[src/rtl/gate_test_pkg.sv]
// Shared definitions for the quad 2-input gate tester: sequencer states,
// gate codes understood by the reference gate selector, and vector count.
package gate_test_pkg;

    typedef enum logic [2:0] {
        ST_IDLE,
        ST_APPLY,
        ST_SETTLE,
        ST_COMPARE,
        ST_DONE
    } state_t;

    localparam logic [2:0] GATE_AND  = 3'b000;
    localparam logic [2:0] GATE_OR   = 3'b001;
    localparam logic [2:0] GATE_NAND = 3'b010;
    localparam logic [2:0] GATE_NOR  = 3'b011;
    localparam logic [2:0] GATE_XOR  = 3'b100;
    localparam logic [2:0] GATE_XNOR = 3'b101;

    localparam int VEC_COUNT = 4;

    // Codes 110 and 111 have no reference gate behind them.
    function automatic logic is_valid_gate(input logic [2:0] code);
        return (code <= GATE_XNOR);
    endfunction

endpackage

[src/rtl/gate_test_settle_timer.sv]
// Down-counter that times how long a test vector settles before the
// gate outputs are sampled.
module settle_timer (
    input  logic       clk,
    input  logic       reset,
    input  logic       load,
    input  logic [7:0] value,
    output logic       expired
);

    logic [7:0] count;

    // Counts down from the loaded value and parks at zero.
    always_ff @(posedge clk or posedge reset) begin
        if (reset) begin
            count <= 8'd0;
        end else if (load) begin
            count <= value;
        end else if (count != 8'd0) begin
            count <= count - 8'd1;
        end
    end

    // The last settle cycle is the one that still shows a count of one.
    assign expired = (count == 8'd1);

endmodule

[src/rtl/gate_test_sequencer.sv]
// Walks a quad 2-input gate IC through all four input combinations and
// compares every gate output against the reference gate.
module gate_test_sequencer
    import gate_test_pkg::*;
#(
    parameter int SETTLE_CYCLES = 4
) (
    input  logic       clk,
    input  logic       reset,
    input  logic       start,
    input  logic [2:0] ic_type,
    input  logic       ref_y,
    input  logic [3:0] dut_y,
    output logic [2:0] sel,
    output logic [3:0] vec_a,
    output logic [3:0] vec_b,
    output logic       busy,
    output logic       done,
    output logic       pass,
    output logic [3:0] gate_fail,
    output logic       error
);

    localparam logic [7:0] SETTLE_LOAD = 8'(SETTLE_CYCLES);
    localparam logic [1:0] LAST_IDX    = 2'(VEC_COUNT - 1);

    state_t     state;
    logic [1:0] idx;
    logic [1:0] next_idx;
    logic       settle_expired;

    assign next_idx = idx + 2'd1;

    settle_timer u_settle_timer (
        .clk     (clk),
        .reset   (reset),
        .load    (state == ST_APPLY),
        .value   (SETTLE_LOAD),
        .expired (settle_expired)
    );

    // Vector registers only change on the way into APPLY (or back to zero
    // on the way into DONE), so the IC sees a stable input while it settles.
    always_ff @(posedge clk or posedge reset) begin
        if (reset) begin
            state     <= ST_IDLE;
            sel       <= 3'b000;
            vec_a     <= 4'b0000;
            vec_b     <= 4'b0000;
            busy      <= 1'b0;
            done      <= 1'b0;
            pass      <= 1'b0;
            gate_fail <= 4'b0000;
            error     <= 1'b0;
            idx       <= 2'd0;
        end else begin
            done <= 1'b0;
            case (state)
                ST_IDLE: begin
                    if (start) begin
                        busy      <= 1'b1;
                        pass      <= 1'b0;
                        gate_fail <= 4'b0000;
                        if (is_valid_gate(ic_type)) begin
                            sel   <= ic_type;
                            error <= 1'b0;
                            idx   <= 2'd0;
                            vec_a <= 4'b0000;
                            vec_b <= 4'b0000;
                            state <= ST_APPLY;
                        end else begin
                            error <= 1'b1;
                            state <= ST_DONE;
                        end
                    end
                end

                ST_APPLY: begin
                    state <= ST_SETTLE;
                end

                ST_SETTLE: begin
                    if (settle_expired) begin
                        state <= ST_COMPARE;
                    end
                end

                ST_COMPARE: begin
                    gate_fail <= gate_fail | (dut_y ^ {4{ref_y}});
                    if (idx == LAST_IDX) begin
                        vec_a <= 4'b0000;
                        vec_b <= 4'b0000;
                        state <= ST_DONE;
                    end else begin
                        idx   <= next_idx;
                        vec_a <= {4{next_idx[1]}};
                        vec_b <= {4{next_idx[0]}};
                        state <= ST_APPLY;
                    end
                end

                ST_DONE: begin
                    done  <= 1'b1;
                    busy  <= 1'b0;
                    pass  <= (gate_fail == 4'b0000) && !error;
                    state <= ST_IDLE;
                end

                default: begin
                    state <= ST_IDLE;
                end
            endcase
        end
    end

endmodule
[config.mk]
export PLATFORM = sky130hd
export DESIGN_NAME = gate_test_sequencer
export DESIGN_NICKNAME = d
export VERILOG_FILES = /design/src/rtl/gate_test_pkg.sv /design/src/rtl/gate_test_settle_timer.sv /design/src/rtl/gate_test_sequencer.sv
export SDC_FILE = /design/constraint.sdc
export NUM_CORES = 1
export LEC_CHECK = 0
export CORE_AREA = 2 2 66 68
export DETAILED_ROUTE_END_ITERATION = 8
export DIE_AREA = 0 0 68 70
export GPL_ROUTABILITY_DRIVEN = 0
export PLACE_DENSITY_LB_ADDON = 0.08
export SYNTH_ARGS = -nofsm -noshare
export SYNTH_HDL_FRONTEND = slang
export SYNTH_SLANG_ARGS = --single-unit
[constraint.sdc]
create_clock -name clk -period 3.76 [get_ports clk]
set_input_delay 1.128 -clock clk [delete_from_list [all_inputs] [get_ports clk]]
set_output_delay 1.128 -clock clk [all_outputs]
set_load 0.05 [all_outputs]
==> results.yml <==
detailed_routing:
  drtIter0Drc: 22
  ant_nets: 0
  wl_per_cell_um: 13.1
  dr.pass1.iters: 4
  avgViaCountPerCell: 5.06
  drc_errors: 0
  dr_total_vias: 1052
  drt-total-wl_um: 2720
sta:
  slew_violations: 0
  setup_viol: 0
  setup-tns-final_ns: 0
  fin_crit_sh_pct: 70.0
  slew_headroom_pct: 49.0
  rsz0062_at_grt: "false"
  worst_slew_pin_slew_ns: 0.764
  finClkSkew_ns: 0.00458
  period_minus_slack_ns: 2.63
  final_hold_viol_count: 0
  max_freq_mhz: 380
clocking:
  clock_sinks: 26
  cts_buffers: 3
  cts_resized: 0
  cts.reportedPaths.clkPinSlew_ns: 0.09
  cts_setup_buffers: 0
  cts_hold_buffers: 0
  cts.htree.levels: 1
  cts-root-buf: "clkbuf_8"
  cts_tree: "yes"
  cts_buffer_depth: 2
  clkLatencyLatePin_ns: 0.26
grt:
  grt_pass1_wl_um: 4690
  grt_antenna_before_repair: 0
  overflow: 0
  grt_pass1_vias: 975
  grt_start_max_net_pins: 27
  grt_usage_pct: 12.7
synthesis:
  ys_seq_area_share_pct: 48.0
  ys.warnings.count: 0
  yosysTopAreaCell: "dfrtp_1"
  synth_common_cells: "dfrtp_1, nand2_1, inv_1"
  synth_edf_count: 0
  postSynth.asyncResetShare_pct: 100
  synthFlopType: "dfrtp_1"
  ys_seq_elements: 26
  syn_nets: 151
  synth.cell_area_um2: 1360
  yosys.area.top_type_share_pct: 48.0
  synth_most_common_cell: "dfrtp_1"
  synthCells: 136
  yosys.cell_types.count: 36
  synth.avg_cell_area_um2: 9.97
  yosys-top-cells-area: "dfrtp_1, ha_1, buf_4"
flow_run:
  maxCapViolCount: 0
worst_setup_path:
  path_cells: "clkdlybuf4s50_1"
  cp_max_fo: 5
  slowest_delay_ns: 0.83
  cp_num_cells: 1
  critical-path-top-delay-family: "buffers and inverters"
  critical-path-slowest-cell: "clkdlybuf4s50_1"
  reg2reg_depth: 5
  required_ns: 2.63
  critical_path_arrival_ns: 1.50
  critPathCaptureType: "primary output"
  critPathBufInv: 1
  start_kind: "register"
  path_class: "register to primary output"
floorplan:
  fp.coreArea_um2: 4140
  ioPinCount: 30
  fp-row-count: 24
  initial_core_util_pct: 32.7
  chipWidth_um: 68
  fp.dieH_um: 70
  dieArea_um2: 4760
placed_design:
  dpl.hpwl_um: 1960
  place_area_um2: 1640
  placedCellCount: 205
  io_buffer_count: 29
final_layout:
  multi_input_area_um2: 596
  num_antenna_cells: 0
  area_growth_pct: 24.2
  fin_util_pct: 40.6
  seqCellArea_um2: 651
  fill_cells: 417
  final_cell_area_um2: 1680
  finalNetCount: 173
  layout-drive-gt1-share_pct: 9.62
  stdcell_count: 208
power:
  finalPower_mw: 1.58
  powerDensity_nw_per_um2: 938
  leakagePower_nw: 0.719
  vdd_drop_max_uv: 512
hold_path:
  hold_class: "register to register"
  hold_path_depth: 1
run_status:
  outcome: "finished clean"
==> cells by family after synthesis <==
kind of cell,Yosys count,synth area share (%)
flip-flops,26,48.0
buffers and inverters,22,8.12
multiplexers,1,0.830
AND/OR/NAND/NOR,45,19.7
XOR/XNOR,5,3.23
AO/OA/AOI/OAI,33,16.4
adder cells (fa/ha/maj),4,3.69
==> state kept, by name, indices dropped and copies added (netlist names) <==
| signal | flops |
|---|---|
| vec_a | 1 |
| gate_fail | 4 |
| error | 1 |
| idx | 2 |
| u_settle_timer.count | 8 |
| vec_b | 1 |
| done | 1 |
| sel | 3 |
| busy | 1 |
| state | 3 |
| pass | 1 |
==> per-layer routing <==
metal | routed length, µm | share of wire, % | GRT usage, % | vias to the layer above
met5 | 0 | 0 | 0 | -
met4 | 12 | 0.44 | 3.33 | 0
met3 | 118 | 4.3 | 1.93 | 2
met2 | 1290 | 48 | 19.4 | 23
met1 | 1290 | 48 | 18.6 | 510
li1 | - | - | - | 517
==> final cells by class <==
type	count	area share [%]
well taps	52	3.86
clock buffers	3	2.45
repair buffers	30	17.7
multi-input cells	88	35.4
flip-flops and latches	26	38.6
inverters	9	2.01
==> cell usage in the layout (no fill, tap or decap), drive strengths merged, types with 2 or more instances in the layout <==
master	n
or3b	3
or4	4
a31o	2
o21a	3
nor2b	2
a21oi	7
or3	2
nand3	3
nand2	11
dfrtp	26
clkbuf	3
o21ai	8
or4b	3
nor3	6
inv	9
nor2	5
o31ai	5
ha	4
a21o	2
xnor2	5
nor4	2
a2bb2oi	2
clkdlybuf4s50	29
==> power breakdown <==
| part | internal (mW) | switching, mW | total [mW] |
|---|---|---|---|
| Sequential | 0.399 | 0.141 | 0.540 |
| Clock | 0.0716 | 0.0810 | 0.153 |
| Combinational | 0.345 | 0.542 | 0.887 |
| Total | 0.816 | 0.764 | 1.58 |
==> worst paths after layout <==
| kind | start | to | slack [ns] |
|---|---|---|---|
| worst min-delay path | error | pass | 0.48 |
| worst max-delay path | vec_b[2] | vec_b[0] | 1.13 |
| max in group asynchronous | reset | gate_fail[3] | 2.29 |
| min in group asynchronous | reset | done | 1.21 |
| worst min register to register | error | pass | 0.48 |
| worst max register to register | u_settle_timer.count[0] | u_settle_timer.count[3] | 1.85 |
==> through the flow <==
stage          hold WS, ns  setup WS, ns
6_report             0.485          1.13
5_1_grt              0.498          1.06
4_1_cts              0.486          1.11
3_5_place_dp         0.474         0.929
3_3_place_gp         0.465         0.984
2_1_floorplan        0.454          1.57
Power figures use the tool's default switching activity.
